File: src/rtl/tick_slot_arbiter.sv
// Round-robin arbiter sharing one resource among N_REQ requesters; each grant
// is bounded to SLOT_TICKS prescaler ticks and followed by a one-cycle dead gap.
module tick_slot_arbiter #(
  parameter int N_REQ      = 4,
  parameter int SLOT_TICKS = 8,
  localparam int ID_W      = $clog2(N_REQ),
  localparam int CNT_W     = $clog2(SLOT_TICKS + 1)
) (
  input  logic             clk,
  input  logic             rst_n,
  input  logic             tick,
  input  logic [N_REQ-1:0] req,
  output logic [N_REQ-1:0] gnt,
  output logic [ID_W-1:0]  gnt_id,
  output logic             busy,
  output logic             timeout,
  output logic [1:0]       state_o
);

  typedef enum logic [1:0] {
    IDLE  = 2'b00,
    GRANT = 2'b01,
    GAP   = 2'b10
  } state_e;

  localparam logic [ID_W-1:0]  LAST_ID   = ID_W'(N_REQ - 1);
  localparam logic [CNT_W-1:0] SLOT_LOAD = CNT_W'(SLOT_TICKS);
  localparam logic [CNT_W-1:0] SLOT_LAST = CNT_W'(1);

  state_e             state_q;
  logic [N_REQ-1:0]   gnt_q;
  logic [ID_W-1:0]    gnt_id_q;
  logic               busy_q;
  logic               timeout_q;
  logic [ID_W-1:0]    ptr_q;
  logic [CNT_W-1:0]   slot_cnt_q;

  logic [2*N_REQ-1:0] req_rot;
  logic               win_found_d;
  logic [ID_W-1:0]    win_off_d;
  logic [ID_W:0]      win_sum_d;
  logic [ID_W-1:0]    win_id_d;
  logic [N_REQ-1:0]   win_vec_d;
  logic [ID_W-1:0]    next_ptr_d;

  // Rotate requests so bit 0 is the pointer position; the first set bit is the winner.
  always_comb begin
    req_rot     = {req, req} >> ptr_q;
    win_found_d = 1'b0;
    win_off_d   = '0;
    for (int i = 0; i < N_REQ; i++) begin
      if (!win_found_d && req_rot[i]) begin
        win_found_d = 1'b1;
        win_off_d   = ID_W'(i);
      end
    end
    win_sum_d = {1'b0, ptr_q} + {1'b0, win_off_d};
    if (win_sum_d >= (ID_W+1)'(N_REQ)) begin
      win_sum_d = win_sum_d - (ID_W+1)'(N_REQ);
    end
    win_id_d   = win_sum_d[ID_W-1:0];
    win_vec_d  = N_REQ'(1) << win_id_d;
    next_ptr_d = (gnt_id_q == LAST_ID) ? '0 : gnt_id_q + 1'b1;
  end

  always_ff @(posedge clk or negedge rst_n) begin
    if (!rst_n) begin
      state_q    <= IDLE;
      gnt_q      <= '0;
      gnt_id_q   <= '0;
      busy_q     <= 1'b0;
      timeout_q  <= 1'b0;
      ptr_q      <= '0;
      slot_cnt_q <= '0;
    end else begin
      timeout_q <= 1'b0;
      case (state_q)
        IDLE, GAP: begin
          if (win_found_d) begin
            state_q    <= GRANT;
            gnt_q      <= win_vec_d;
            gnt_id_q   <= win_id_d;
            busy_q     <= 1'b1;
            slot_cnt_q <= SLOT_LOAD;
          end else begin
            state_q <= IDLE;
            gnt_q   <= '0;
            busy_q  <= 1'b0;
          end
        end
        GRANT: begin
          // Release outranks expiry so a voluntary drop never reports a timeout.
          if (!req[gnt_id_q]) begin
            state_q    <= GAP;
            gnt_q      <= '0;
            busy_q     <= 1'b0;
            ptr_q      <= next_ptr_d;
            slot_cnt_q <= '0;
          end else if (tick && (slot_cnt_q == SLOT_LAST)) begin
            state_q    <= GAP;
            gnt_q      <= '0;
            busy_q     <= 1'b0;
            timeout_q  <= 1'b1;
            ptr_q      <= next_ptr_d;
            slot_cnt_q <= '0;
          end else if (tick) begin
            slot_cnt_q <= slot_cnt_q - 1'b1;
          end
        end
        default: begin
          state_q    <= IDLE;
          gnt_q      <= '0;
          busy_q     <= 1'b0;
          slot_cnt_q <= '0;
        end
      endcase
    end
  end

  assign gnt     = gnt_q;
  assign gnt_id  = gnt_id_q;
  assign busy    = busy_q;
  assign timeout = timeout_q;
  assign state_o = state_q;

endmodule

File: config.mk
export PLATFORM = sky130hd
export DESIGN_NAME = tick_slot_arbiter
export DESIGN_NICKNAME = d
export VERILOG_FILES = /design/src/rtl/tick_slot_arbiter.sv
export SDC_FILE = /design/constraint.sdc
export NUM_CORES = 1
export LEC_CHECK = 0
export ABC_CLOCK_PERIOD_IN_PS = 1950
export BUFFER_PORTS_ARGS = -buffer_cell sky130_fd_sc_hd__buf_4
export CAP_MARGIN = 15
export CORE_AREA = 2 2 45 47
export DETAILED_ROUTE_END_ITERATION = 7
export DIE_AREA = 0 0 47 49
export GPL_TIMING_DRIVEN = 1
export PLACE_DENSITY = 0.75
export SYNTH_ARGS = -nofsm -noshare
export SYNTH_HDL_FRONTEND = slang
export SYNTH_SLANG_ARGS = --single-unit
File: constraint.sdc
create_clock -name clk -period 1.95 [get_ports clk]
set_input_delay 0.39 -clock clk [delete_from_list [all_inputs] [get_ports clk]]
set_output_delay 0.39 -clock clk [all_outputs]
set_load 0.02 [all_outputs]
==> impl.org, run 1 <==
** Outcome
- The flow ran to the end, and the final reports show no timing, DRC or antenna violations.

** Logic synthesis
- Synth Net Count :: ~110
- The Yosys step of the flow raised 0 warnings.
- Of all flip-flops after synthesis, the portion carrying an async set or reset was 1.00.
- By area the synthesized netlist is led by sky130_fd_sc_hd__dfrtp_1 43%, sky130_fd_sc_hd__nand2_1 6.0%, sky130_fd_sc_hd__ha_1 5.4%.
- Among all flip-flop cells after synthesis, the most frequent one is sky130_fd_sc_hd__dfrtp_1.
- The largest total area in the synthesized netlist belongs to sky130_fd_sc_hd__dfrtp_1.
- EDFF count, synth :: 0
- Summing every instance area after synthesis gives between 900 and 1000 um^2.
- Share of the yosys chip area belonging to registers :: 0.429
- Unique masters post-synth :: 32
- The share of synthesized area in the top cell type comes to 0.429.
- Post-synthesis instance total :: 94
- Total of flip-flops plus latches after synthesis :: 16
- In this run the mean area of a mapped cell was between 9 and 10 um^2.

** Timing
- Dividing the final minimum period by the clock period gives 0.950.
- Setup Viol. Count Final :: 0
- Achievable clock frequency :: 0.540 GHz
- Worst-Margin Slew :: approximately 0.44 ns
- After layout, the worst setup slack is between 0.09 and 0.1 ns.
- The number of max-slew violations in the final report came to 0.
- Final count of hold timing violations :: 0
- Worst slew margin :: 0.706
- Worst setup skew after layout :: 0.00184 ns
- The routed design could run at a clock period as short as 1.85 ns.

** Worst setup path
- Cells along the critical path :: buf_4, nor3b_1, a211oi_1, o31ai_1, xnor2_2, mux2_2
- Data arrival at the endpoint of the critical path :: 2.02 ns
- Of all nets on the critical path, the largest fanout is 7.
- On the critical path the largest part of the delay comes from compound AO/OA/AOI/OAI gates.
- Start-to-end type of the worst setup path :: register to register
- The number of buffers and inverters on the critical path is 1.
- Type of origin of the critical path :: register
- Delay of the slowest cell on the worst path :: approximately 0.43 ns
- Data on the critical path is required at its endpoint by between 2 and 2.5 ns.
- The worst setup path is captured at a register.
- Worst-path cell with the longest stage delay :: sky130_fd_sc_hd__o31ai_1

** Pwr
- VDD sags by at most 0.00100 V.
- Fraction of power spent switching nets :: 0.422
- Clock network fraction of design power :: 0.093
- Summed over all nets, the switching power comes to 765 uW.
- Internal :: 1.05 mW
- The analysis attributes to cell leakage a power of 0.546 nW.
- Power spread over the standard cell area amounts to 1560 nW/um^2.
- Of the total power, combinational logic draws 0.579.
- Sequential group share of total power :: 0.328
- Total power for the finished layout comes to between 1.5 and 2 mW.

** Clock tree
- The longest clock path from root to sink contains 2 buffers.
- TritonCTS clock tree :: built
- Clock-pin slew was measured on the worst setup and hold paths at around 0.09 ns.
- The root buffer cell chosen for the clock tree is sky130_fd_sc_hd__clkbuf_4.
- CTS built an H-tree with a depth of 1.
- The later pin in the worst-skew pair is clocked with a latency of ~0.28 ns.
- Number of CTS-inserted buffers :: 3
- The clock net in this run drives a total of 16 sinks.

** Layout
- Most frequent standard cell in the layout excluding fill and tap cells :: sky130_fd_sc_hd__buf_4
- # diodes :: 0
- Final #Nets :: 131
- The area growth from synthesis to layout is 24.8%.
- The library cells used most frequently in the layout, excluding fill and tap cells, are 22 x sky130_fd_sc_hd__buf_4, 16 x sky130_fd_sc_hd__dfrtp_1, 15 x sky130_fd_sc_hd__nand2_1, 7 x sky130_fd_sc_hd__nor2_1, 5 x sky130_fd_sc_hd__o21ai_0.
- Of the cells placed in the final design, the portion with a size suffix greater than 1 is 0.322.

** Place
- Pre-CTS worst setup slack :: -0.177 ns
- Routability congestion estimate :: 0.864
- Number of buffer cells added on primary ports :: 16
- Once detailed placement completed, the half-perimeter wirelength came to around 1500 um.

** Route
- After detailed routing, the number of vias per cell comes to 5.36.
- The routed layout has just under 800 vias.
- Drt first pass iters :: 4
- After detailed routing, the average wire length per cell comes to 13.4 um.
- In the routed design, unresolved DRC markers number 0.
- Once detail routing completed, the nets flagged for antenna violations numbered 0.
- In this run, the number of DRC markers left after iteration 0 of detailed routing was 8.
- Routed Wire Length :: between 1500 and 2000 um

** Global routing
- The number of antenna violations at the first check in global routing is 0.
- Wire length of the first global-routing pass :: between 3000 and 4000 um
- Overall Global Routing Usage :: 0.198
- Via count of the first global-routing pass :: 751
- After global routing the overflow that remains totals 0.
- Entering global routing, the biggest net connects 17 pins.

** Floorplanning
- Standard cell core area :: 1840 um^2
- The die covers ~2300 um^2.
- Row generation in the floorplan step produced 16 rows.
- From bottom edge to top edge, the die measures 49 um.
- During I/O placement, the number of pins put on the boundary was 17.
- The floorplan step set the die width to around 47 um.
- For this configuration, the core starts out at a cell density of 0.507.

** Min path
- Hold crit path type :: register to register

** Job
- Count of max-cap constraint violations :: 0
==> repair_timing <==
action | in CTS | in global routing
hold buffers | 1 | 0
setup endpoints to repair | 0 | 5
gates resized for setup | 0 | 4
endpoints found under the hold margin | 16 | 0
setup buffers | 0 | 1
==> final cells by class <==
cell class,count,area (um^2)
Clock buffer,3,22.5
Inverter,4,15.0
Timing Repair Buffer,23,175
Tap cell,27,33.8
Fill cell,171,677
Multi-Input combinational cell,72,518
Sequential cell,16,400
==> power groups by stage <==
stage          combinational [mW]  sequential [mW]  clock [mW]
6_report                     1.05            0.594       0.169
4_1_cts                     0.976            0.594       0.174
5_1_grt                      1.15            0.617       0.187
2_1_floorplan               0.638            0.654           0
3_5_place_dp                0.968            0.602           0
3_3_place_gp                0.939            0.594           0
==> sequential cells by signal, indices dropped and copies added (netlist names) <==
| signal | flops |
|---|---|
| busy | 1 |
| gnt | 4 |
| gnt_id | 2 |
| ptr_q | 2 |
| slot_cnt_q | 4 |
| state_o | 2 |
| timeout | 1 |
==> worst min-delay path, stage by stage, from the launching register on <==
cell and delay, ns:
sky130_fd_sc_hd__dfrtp_1 0.36, sky130_fd_sc_hd__nand2_1 0.05, sky130_fd_sc_hd__nand2_1 0.05
==> path summary, 6_finish.rpt <==
kind	from	to	slack (ns)	depth (start not counted)
hold / removal	busy$_DFFE_PN0P_	busy$_DFFE_PN0P_	0.49	2
setup / recovery	ptr_q[1]$_DFFE_PN0P_	gnt_id[1]$_DFFE_PN0N_	0.1	6
setup reg to reg	ptr_q[1]$_DFFE_PN0P_	gnt_id[1]$_DFFE_PN0N_	0.1	6
min in group asynchronous	rst_n	slot_cnt_q[3]$_DFFE_PN0P_	0.50	2
hold reg to reg	busy$_DFFE_PN0P_	busy$_DFFE_PN0P_	0.49	2
max in group asynchronous	rst_n	gnt[3]$_DFFE_PN0P_	1.27	2
==> per-layer routing <==
layer,routed length [um],vias up,GRT usage
met4,38,0,0.0787
met3,74,8,0.0481
met2,980,17,0.297
li1,-,385,-
met1,845,367,0.271
met5,0,-,0
==> synthesized netlist by cell type, types with 3 or more instances <==
master / number
sky130_fd_sc_hd__mux2_2: 3
sky130_fd_sc_hd__nand2_1: 15
sky130_fd_sc_hd__dfrtp_1: 16
sky130_fd_sc_hd__inv_1: 4
sky130_fd_sc_hd__o21ai_0: 5
sky130_fd_sc_hd__a21oi_1: 4
sky130_fd_sc_hd__o31ai_1: 3
sky130_fd_sc_hd__nor2_1: 7
sky130_fd_sc_hd__nor3_1: 3
sky130_fd_sc_hd__ha_1: 4
==> cells by family (layout without fill, tap and decap cells) <==
logic type | count (synthesis) | in the layout | synth area share
buffers and inverters | 6 | 30 | 0.0402
muxes | 5 | 5 | 0.0710
AOI/OAI and AO/OA | 21 | 21 | 0.153
xor gates and xnor gates | 2 | 2 | 0.0188
adders and majority gates | 4 | 4 | 0.0536
DFF | 16 | 16 | 0.429
and+or+nand+nor | 40 | 40 | 0.235
==> per-stage QoR <==
stage / area, um^2 / cells / util / hold WS [ns] / TNS [ns]
6_report: 1160 / 145 / 0.632 / 0.492 / 0
5_1_grt: 1160 / 145 / 0.632 / 0.518 / -0.0218
4_1_cts: 1130 / 144 / 0.616 / 0.496 / 0
3_5_place_dp: 1100 / 140 / 0.599 / 0.259 / -0.768
3_3_place_gp: 1100 / 140 / 0.599 / 0.259 / -0.412
2_1_floorplan: 933 / 94 / - / 0.0944 / 0
Power figures use the tool's default switching activity.
==> run 2, diff against run 1 <==
RECOVER_POWER = 100   (was not set)
==> run 2 against run 1 <==
- largest cell class unchanged
- routed wire length down 0.10%
- critical endpoint unchanged
- maximum frequency about the same
- final cell count unchanged
- register-to-register slack about the same
- sequential cell count unchanged
- hold slack better by 0.0020 ns
- clock-buffer cell count unchanged
- worst setup slack worse by 0.0015 ns
- first-iteration DRC count rose to 2.6 times the previous value
- final area down 4.3%
- sequential power about the same
==> impl.org, run 2 (synthesis results as in run 1) <==
** Outcome
- Run status: complete, no violations (unchanged).

** Global routing
- GRT Residual Overflow :: 0 (unchanged)
- Via count of the first global-routing pass :: 751 (unchanged)
- Maximum number of pins on one net before global-route repair :: 17 (unchanged)
- Wire length of the first global-routing pass :: 3330 um (unchanged)
- The number of antenna violations at the first check in global routing came to 0 (unchanged).
- Overall Global Routing Usage :: 0.198 (unchanged)

** Layout
- The fraction of layout instances using a drive strength above 1 came to 0.212 (was 0.322).
- Core Util, Final :: 0.605 (was 0.632)
- The post-layout instance count excluding filler cells is 145 (unchanged).
- Area delta synth->final :: 19.4% (was 24.8%)
- Most frequent standard cell in the layout excluding fill and tap cells :: sky130_fd_sc_hd__dfrtp_1 (was sky130_fd_sc_hd__buf_4)
- Commonest cells after routing, fill and taps aside: 16 x sky130_fd_sc_hd__dfrtp_1, 15 x sky130_fd_sc_hd__nand2_1, 12 x sky130_fd_sc_hd__clkbuf_1, 10 x sky130_fd_sc_hd__buf_4, 7 x sky130_fd_sc_hd__nor2_1 (was 22 x sky130_fd_sc_hd__buf_4, 16 x sky130_fd_sc_hd__dfrtp_1, 15 x sky130_fd_sc_hd__nand2_1, 7 x sky130_fd_sc_hd__nor2_1, 5 x sky130_fd_sc_hd__o21ai_0).
- The total of fill cells in the finished design is 188 (was 171).
- # diodes :: 0 (unchanged)
- Final #Nets :: 131 (unchanged)

** Floorplanning
- The total core area is 1840 um^2 (unchanged).
- The boundary pin count came to 17 (unchanged).
- Die Span X :: 47 um (unchanged)
- The row count is 16 (unchanged).
- The floorplan die area was 2300 um^2 (unchanged).
- The starting density of the core came to 0.507 (unchanged).
- Y dimension of the die :: 49 um (unchanged)

** Worst setup path
- Internal reg-to-reg setup slack :: 0.1 ns (about the same)
- The startpoint kind of the worst setup timing path was a register (unchanged).
- Worst-path cell with the longest stage delay :: sky130_fd_sc_hd__o31ai_1 (unchanged)
- Start-to-end type of the worst setup path :: register to register (unchanged)
- Delay-heaviest family, CP :: compound AO/OA/AOI/OAI gates (unchanged)
- Req. time, crit path :: 2.12 ns (about the same)
- Data arrival at the endpoint of the critical path :: 2.02 ns (about the same)
- Startpoint of the most critical setup path :: ptr_q[1]$_DFFE_PN0P_ (unchanged)
- Maximum fanout along the worst path :: 7 (unchanged)
- The element type at the critical path end is a register (unchanged).
- Cells along the critical path: buf_4, nor3b_1, a211oi_1, o31ai_1, xnor2_2, mux2_2 (unchanged).
- The buffer and inverter count on the worst path came to 1 (unchanged).
- Delay of the slowest cell on the worst path :: 0.43 ns (about the same)
- Startpoint of the worst-slack reg-to-reg timing path :: ptr_q[1]$_DFFE_PN0P_ (unchanged)

** Pwr
- Static power due to leakage :: 0.500 nW (was 0.546 nW)
- Maximum vdd drop :: 0.000986 V (was 0.00100 V)
- P per Cell Area :: 1560 nW/um^2 (about the same)
- Total Power :: 1.73 mW (was 1.81 mW)

** Place
- Half-perimeter wire length of the detailed placement result :: 1520 um (unchanged)
- The count of input and output buffers was 16 (unchanged).
- Routability congestion estimate :: 0.864 (unchanged)
- The instance count after placement with tap cells included came to 140 (unchanged).

** Timing
- Setup Viol. Count Final :: 0 (unchanged)
- Crit share post-route :: 0.950 (about the same)
- The headroom to the max-slew limit was 0.439 (was 0.706).
- The achievable clock frequency was 0.540 GHz (about the same).
- Fin crit period :: 1.85 ns (about the same)
- The worst hold slack across all endpoints came to 0.494 ns (was 0.492 ns).
- The number of max-slew violations in the final report came to 0 (unchanged).
- The final count of hold timing violations came to 0 (unchanged).
- The slew of the pin with the lowest slew margin is 0.841 ns (was 0.438 ns).
- The clock tree skew after final layout is 0.00205 ns (was 0.00184 ns).

** Clock tree
- The maximum buffer depth of the clock tree came to 2 (unchanged).
- The number of buffers added by the clock tree synthesis step was 3 (unchanged).
- CTS clock-pin slew for the worst setup and hold paths :: 0.09 ns (about the same)
- The number of levels the H-tree was split into is 1 (unchanged).
- TritonCTS clock tree :: built (unchanged)
- The insertion delay of the later-clocked pin in the worst-skew pair came to 0.28 ns (about the same).
- The clock root buffer is sky130_fd_sc_hd__clkbuf_4 (unchanged).
- The number of clock sinks seen by CTS came to 16 (unchanged).

** Route
- The average detailed-routed wire length per instance is 13.4 um (about the same).
- The total length of routed wires came to 1940 um (about the same).
- Count of unresolved DRC violations after routing :: 0 (unchanged)
- DR vias :: 777 (unchanged)
- The number of DRC violations after detailed-routing iteration 0 is 21 (was 8).
- Post-DRT Antenna Nets :: 0 (unchanged)
- The detailed-routing iteration count for the pre-antenna-repair pass came to 4 (unchanged).
- Drt via density :: 5.36 (unchanged)

** Min path
- Min-Delay Startpoint :: gnt[0]$_DFFE_PN0P_ (was busy$_DFFE_PN0P_)
- The class of the worst hold path was register to register (unchanged).

** Job
- Count of max-cap constraint violations :: 0 (unchanged)
## run 2: changes by cell type in the layout (fill, tap and decap cells not counted)
cell / delta
sky130_fd_sc_hd__buf_4: -12
sky130_fd_sc_hd__clkbuf_1: +12
sky130_fd_sc_hd__and3_1: +1
sky130_fd_sc_hd__and3_4: -1
## run 2: area by class of cell
class	instances	area (um^2)	share of cell area
repair buffers	23	130	0.117
inverters	4	15.0	0.0135
well taps	27	33.8	0.0303
clock buffers	3	22.5	0.0202
flip-flops and latches	16	400	0.359
multi-input cells	72	513	0.460
## run 2: worst min-delay path: stages, from the launching register on
cell and delay [ns]:
sky130_fd_sc_hd__dfrtp_1 0.35, sky130_fd_sc_hd__nand2_1 0.05, sky130_fd_sc_hd__o31ai_1 0.06
## run 2: power breakdown
group	switching (mW)	internal (mW)
registers	0.132	0.461
clock network	0.0970	0.0716
logic	0.531	0.443
total	0.759	0.975
## run 2: worst paths after layout
path	end	depth (start not counted)
max reg2reg	gnt_id[1]$_DFFE_PN0N_	6
min reg2reg	gnt[0]$_DFFE_PN0P_	2
max in group asynchronous	gnt[3]$_DFFE_PN0P_	2
min in group asynchronous	slot_cnt_q[3]$_DFFE_PN0P_	2
max	gnt_id[1]$_DFFE_PN0N_	6
min	gnt[0]$_DFFE_PN0P_	2
## run 2: layer usage
| layer | global-route usage | vias to the layer above | wire, um |
|---|---|---|---|
| met1 | 0.271 | 367 | 829 |
| met5 | 0 | - | 0 |
| met3 | 0.0481 | 6 | 83 |
| met2 | 0.297 | 18 | 988 |
| met4 | 0.0787 | 0 | 34 |
| li1 | - | 386 | - |
## run 2: timing repair
item / in CTS / in global routing
endpoints found under the setup margin: 0 / 5
hold buffers: 1 / 0
hold endpoints to repair: 16 / 0
resized for setup: 0 / 4
setup buffers: 0 / 1
## run 2: per-stage QoR
stage,setup WS (ns),instance area [um^2],TNS (ns)
after global placement,-0.0994,1100,-0.412
after CTS,0.0321,1130,0
after detailed placement,-0.177,1100,-0.768
after floorplan,0.0834,933,0
final,0.0967,1110,0
after global routing,-0.0218,1110,-0.0218
==> run 3, diff against run 2 <==
ABC_AREA = 1   (was not set)
CORE_AREA = 2 2 46 48   (was 2 2 45 47)
DIE_AREA = 0 0 48 50   (was 0 0 47 49)
PLACE_DENSITY = 0.73   (was 0.75)
==> run 3 against run 2 <==
- routed wire length is 5.6% higher
- non-clock buffer count down 2
- sequential share of layout area decreased by 1.5 points
- final cell count up 23%
- synthesized area up 2.8%
- first-iteration DRC count fell by 33%
- worst setup slack gained 0.045 ns
==> impl.org, run 3 <==
** Global routing
- Wire length of the first global-routing pass :: 3430 um (was 3330 um)
- Via count of the first global-routing pass :: 825 (was 751)
- Overall Global Routing Usage :: 0.198 (about the same)
- The sum of overflow across all layers after global routing was 0 (unchanged).
- Maximum number of pins on one net before global-route repair :: 17 (unchanged)
- Antenna violations before repair :: 0 (unchanged)

** Logic synthesis
- The cell accounting for the most synthesized area is sky130_fd_sc_hd__dfrtp_1 (unchanged).
- Unique masters post-synth :: 21 (was 32)
- Synth top cells by count: 44 x sky130_fd_sc_hd__nand2_1, 16 x sky130_fd_sc_hd__dfrtp_1, 12 x sky130_fd_sc_hd__inv_1, 12 x sky130_fd_sc_hd__nand3_1, 8 x sky130_fd_sc_hd__nand2_2 (was 16 x sky130_fd_sc_hd__dfrtp_1, 15 x sky130_fd_sc_hd__nand2_1, 7 x sky130_fd_sc_hd__nor2_1).
- EDFF count, synth :: 0 (unchanged)
- Share of the yosys chip area belonging to registers :: 0.417 (was 0.429)
- Post-synth top flop :: sky130_fd_sc_hd__dfrtp_1 (unchanged)
- The number of synthesis warnings came to 0 (unchanged).
- The most numerous cell in the Yosys netlist is sky130_fd_sc_hd__nand2_1 (was sky130_fd_sc_hd__dfrtp_1).
- Total of flip-flops plus latches after synthesis :: 16 (unchanged)
- The async set or reset register ratio after synthesis came to 1.00 (unchanged).
- Top post-synthesis cells by area: sky130_fd_sc_hd__dfrtp_1 42%, sky130_fd_sc_hd__nand2_1 17%, sky130_fd_sc_hd__nand3_1 6.3% (was sky130_fd_sc_hd__dfrtp_1 43%, sky130_fd_sc_hd__nand2_1 6.0%, sky130_fd_sc_hd__ha_1 5.4%).
- Synth Net Count :: 138 (was 105)
- The portion of synthesized cell area occupied by the leading cell type was 0.417 (was 0.429).
- The post-synthesis instance area is 960 um^2 (was 933 um^2).
- The average instance area after synthesis is 7.56 um^2 (was 9.93 um^2).
- Post-synthesis instance total :: 127 (was 94)

** Timing
- The clock tree skew after final layout came to 0.00594 ns (was 0.00205 ns).
- The number of max-slew violations in the final report is 0 (unchanged).
- The post-route worst setup slack came to 0.141 ns (was 0.0967 ns).
- The headroom to the max-slew limit is 0.411 (was 0.439).
- Achievable clock frequency :: 0.553 GHz (was 0.540 GHz)
- Setup Viol. Count Final :: 0 (unchanged)
- The slew of the pin with the lowest slew margin was 0.884 ns (was 0.841 ns).
- The final count of hold timing violations is 0 (unchanged).
- The final cycle utilization of the critical path was 0.927 (was 0.950).
- Final-layout setup total negative slack :: 0 ns (unchanged)
- Fin crit period :: 1.81 ns (was 1.85 ns)

** Layout
- Area of the multi-input gates :: 510 um^2 (was 513 um^2)
- Final #Nets :: 164 (was 131)
- Register area :: 403 um^2 (was 400 um^2)
- The area added between synthesis and finish was 22.2% (was 19.4%).
- The final antenna diode count was 0 (unchanged).
- The total of fill cells in the finished design was 194 (was 188).
- Commonest cells after routing, fill and taps aside :: 42 x sky130_fd_sc_hd__nand2_1, 14 x sky130_fd_sc_hd__dfrtp_1, 13 x sky130_fd_sc_hd__inv_1, 12 x sky130_fd_sc_hd__nand3_1, 11 x sky130_fd_sc_hd__clkbuf_1 (was 16 x sky130_fd_sc_hd__dfrtp_1, 15 x sky130_fd_sc_hd__nand2_1, 12 x sky130_fd_sc_hd__clkbuf_1, 10 x sky130_fd_sc_hd__buf_4, 7 x sky130_fd_sc_hd__nor2_1)
- The final standard cell area without fillers came to 1170 um^2 (was 1110 um^2).
- Most frequent standard cell in the layout excluding fill and tap cells :: sky130_fd_sc_hd__nand2_1 (was sky130_fd_sc_hd__dfrtp_1)
- The fraction of layout instances using a drive strength above 1 was 0.263 (was 0.212).
- Core Util, Final :: 0.616 (was 0.605)

** Clock tree
- The insertion delay of the later-clocked pin in the worst-skew pair was 0.29 ns (was 0.28 ns).
- The number of levels the H-tree was split into is 1 (unchanged).
- The clock root buffer was sky130_fd_sc_hd__clkbuf_4 (unchanged).
- The TritonCTS clock tree was built (unchanged).
- CTS clock-pin slew for the worst setup and hold paths :: 0.10 ns (was 0.09 ns)
- The number of buffers added by the clock tree synthesis step was 3 (unchanged).
- Total number of clock tree sinks :: 16 (unchanged)
- Number of buffers on the longest clock path :: 2 (unchanged)

** Worst setup path
- Cells along the critical path :: buf_4, nand2_1, nand3_1, nand3_1, a21boi_2, ha_2, xor2_2, nand3b_1, nand2_2, nand2_1, nand2_1 (was buf_4, nor3b_1, a211oi_1, o31ai_1, xnor2_2, mux2_2)
- The worst reg-to-reg path cell count was 11 (was 6).
- Most Frequent Cell on Critical Path :: sky130_fd_sc_hd__nand2_1
- The kind of cell adding the most delay to the critical path is simple AND/OR/NAND/NOR gates (was compound AO/OA/AOI/OAI gates).
- Endpoint of the most critical register-to-register path :: gnt[3]$_DFFE_PN0P_ (was gnt_id[1]$_DFFE_PN0N_)
- The startpoint kind of the worst setup timing path is a register (unchanged).
- Startpoint of the worst-slack reg-to-reg timing path :: ptr_q[0]$_DFFE_PN0P_ (was ptr_q[1]$_DFFE_PN0P_)
- Start-to-end type of the worst setup path :: register to register (unchanged)
- Startpoint of the most critical setup path :: ptr_q[0]$_DFFE_PN0P_ (was ptr_q[1]$_DFFE_PN0P_)
- Internal reg-to-reg setup slack :: 0.14 ns (was 0.1 ns)
- Crit. End Element :: register (unchanged)
- Critical path depth :: 11 (was 6)
- The required time of the critical path came to 2.14 ns (was 2.12 ns).
- Worst-path cell with the longest stage delay :: sky130_fd_sc_hd__dfrtp_2 (was sky130_fd_sc_hd__o31ai_1)
- Buffers and inverters on the worst path :: 1 (unchanged)
- The maximum fanout count along the critical path was 5 (was 7).
- Data arrival at the endpoint of the critical path :: 2.00 ns (was 2.02 ns)
- The delay of the slowest cell on the worst path is 0.44 ns (was 0.43 ns).

** Min path
- End of the worst hold path :: timeout$_DFF_PN0_ (was gnt[0]$_DFFE_PN0P_)
- Min-Delay Startpoint :: tick (was gnt[0]$_DFFE_PN0P_)
- The number of cells on the worst hold path was 3 (was 2).
- The class of the worst hold path is input pin to register (was register to register).

** Floorplanning
- The width of the die is 48 um (was 47 um).
- Y dimension of the die :: 50 um (was 49 um)
- Core Rows :: 16 (unchanged)
- The total core area is 1900 um^2 (was 1840 um^2).
- The starting density of the core is 0.505 (was 0.507).
- The floorplan die area came to 2400 um^2 (was 2300 um^2).
- The boundary pin count was 17 (unchanged).

** Pwr
- P per Cell Area :: 1790 nW/um^2 (was 1560 nW/um^2)
- Static power due to leakage :: 0.618 nW (was 0.500 nW)
- The overall power of the completed layout is 2.10 mW (was 1.73 mW).
- Maximum vdd drop :: 0.000864 V (was 0.000986 V)

** Route
- The number of DRC violations after detailed routing was 0 (unchanged).
- The count of vias placed by the detailed router was 871 (was 777).
- Routed Wire Length :: 2040 um (was 1940 um)
- DRT iter0 DRCs :: 14 (was 21)
- The count of antenna-violating nets left after detailed routing was 0 (unchanged).
- Drt via density :: 4.87 (was 5.36)
- The detailed-routing iteration count for the pre-antenna-repair pass is 4 (unchanged).
- Average detailed-routed wire length per instance :: 11.4 um (was 13.4 um)

** Place
- Routability congestion estimate :: 0.886 (was 0.864)
- Pre-CTS worst setup slack :: 0.0894 ns (was -0.177 ns)
- Half-perimeter wire length of the detailed placement result :: 1510 um (was 1520 um)
- The total placed instance area is 1110 um^2 (was 1100 um^2).
- The count of input and output buffers was 16 (unchanged).

** Outcome
- Run status: complete, no violations (unchanged).

** Job
- Count of max-cap constraint violations :: 0 (unchanged)
-- run 3: layout make-up --
cell class | count | share of cell area
clock buffers | 4 | 0.0309
inverters | 18 | 0.0598
multi-input cells | 93 | 0.435
well taps | 27 | 0.0288
repair buffers | 21 | 0.101
flip-flops and latches | 16 | 0.344
-- run 3: stage by stage --
step | cells | hold slack (ns)
after floorplan | 127 | 0.0944
after global placement | 170 | 0.260
after detailed placement | 170 | 0.265
after CTS | 175 | 0.409
after global routing | 179 | 0.409
final | 179 | 0.410
-- run 3: layer usage --
metal	part of all wire	wire [um]	global-route usage
met4	0.0083	17	0.0541
met2	0.50	1020	0.320
met5	0	0	0
met3	0.039	80	0.0440
met1	0.45	924	0.259
-- run 3: logic make-up after synthesis --
group                      after synthesis  synth area share
AOI/OAI and AO/OA                        9            0.0574
xor gates and xnor gates                 3            0.0274
adders and majority gates                4            0.0522
buffers and inverters                   18            0.0704
DFF                                     16             0.417
and+or+nand+nor                         77             0.376
-- run 3: where the power goes --
part	switching (mW)	internal, mW	total, mW	leakage (nW)
combinational	0.820	0.474	1.29	0.394
clock	0.112	0.114	0.226	0.0210
sequential	0.117	0.467	0.584	0.202
total	1.05	1.05	2.10	0.618
-- run 3: what timing repair did --
item | in CTS | in global routing
hold endpoints to repair | 16 | 0
setup buffers | 0 | 4
gates resized for setup | 0 | 9
setup endpoints to repair | 0 | 5
hold buffers | 1 | 0
-- run 3: worst max path at each step --
stage,endpoint,slack (ns)
5_1_grt,gnt[3]$_DFFE_PN0P_,-0.03
6_report,gnt[3]$_DFFE_PN0P_,0.14
3_3_place_gp,gnt[3]$_DFFE_PN0P_,0.12
4_1_cts,gnt[3]$_DFFE_PN0P_,0.07
3_5_place_dp,gnt[3]$_DFFE_PN0P_,0.09
2_1_floorplan,gnt[2]$_DFFE_PN0P_,0.29
-- run 3: worst reg2reg max path: stages, from the launching register on --
cell and delay, ns:
sky130_fd_sc_hd__dfrtp_2 0.44, sky130_fd_sc_hd__buf_4 0.13, sky130_fd_sc_hd__nand2_1 0.06, sky130_fd_sc_hd__nand3_1 0.11, sky130_fd_sc_hd__nand3_1 0.12, sky130_fd_sc_hd__a21boi_2 0.16, sky130_fd_sc_hd__ha_2 0.20, sky130_fd_sc_hd__xor2_2 0.14
sky130_fd_sc_hd__nand3b_1 0.13, sky130_fd_sc_hd__nand2_2 0.09, sky130_fd_sc_hd__nand2_1 0.08, sky130_fd_sc_hd__nand2_1 0.05
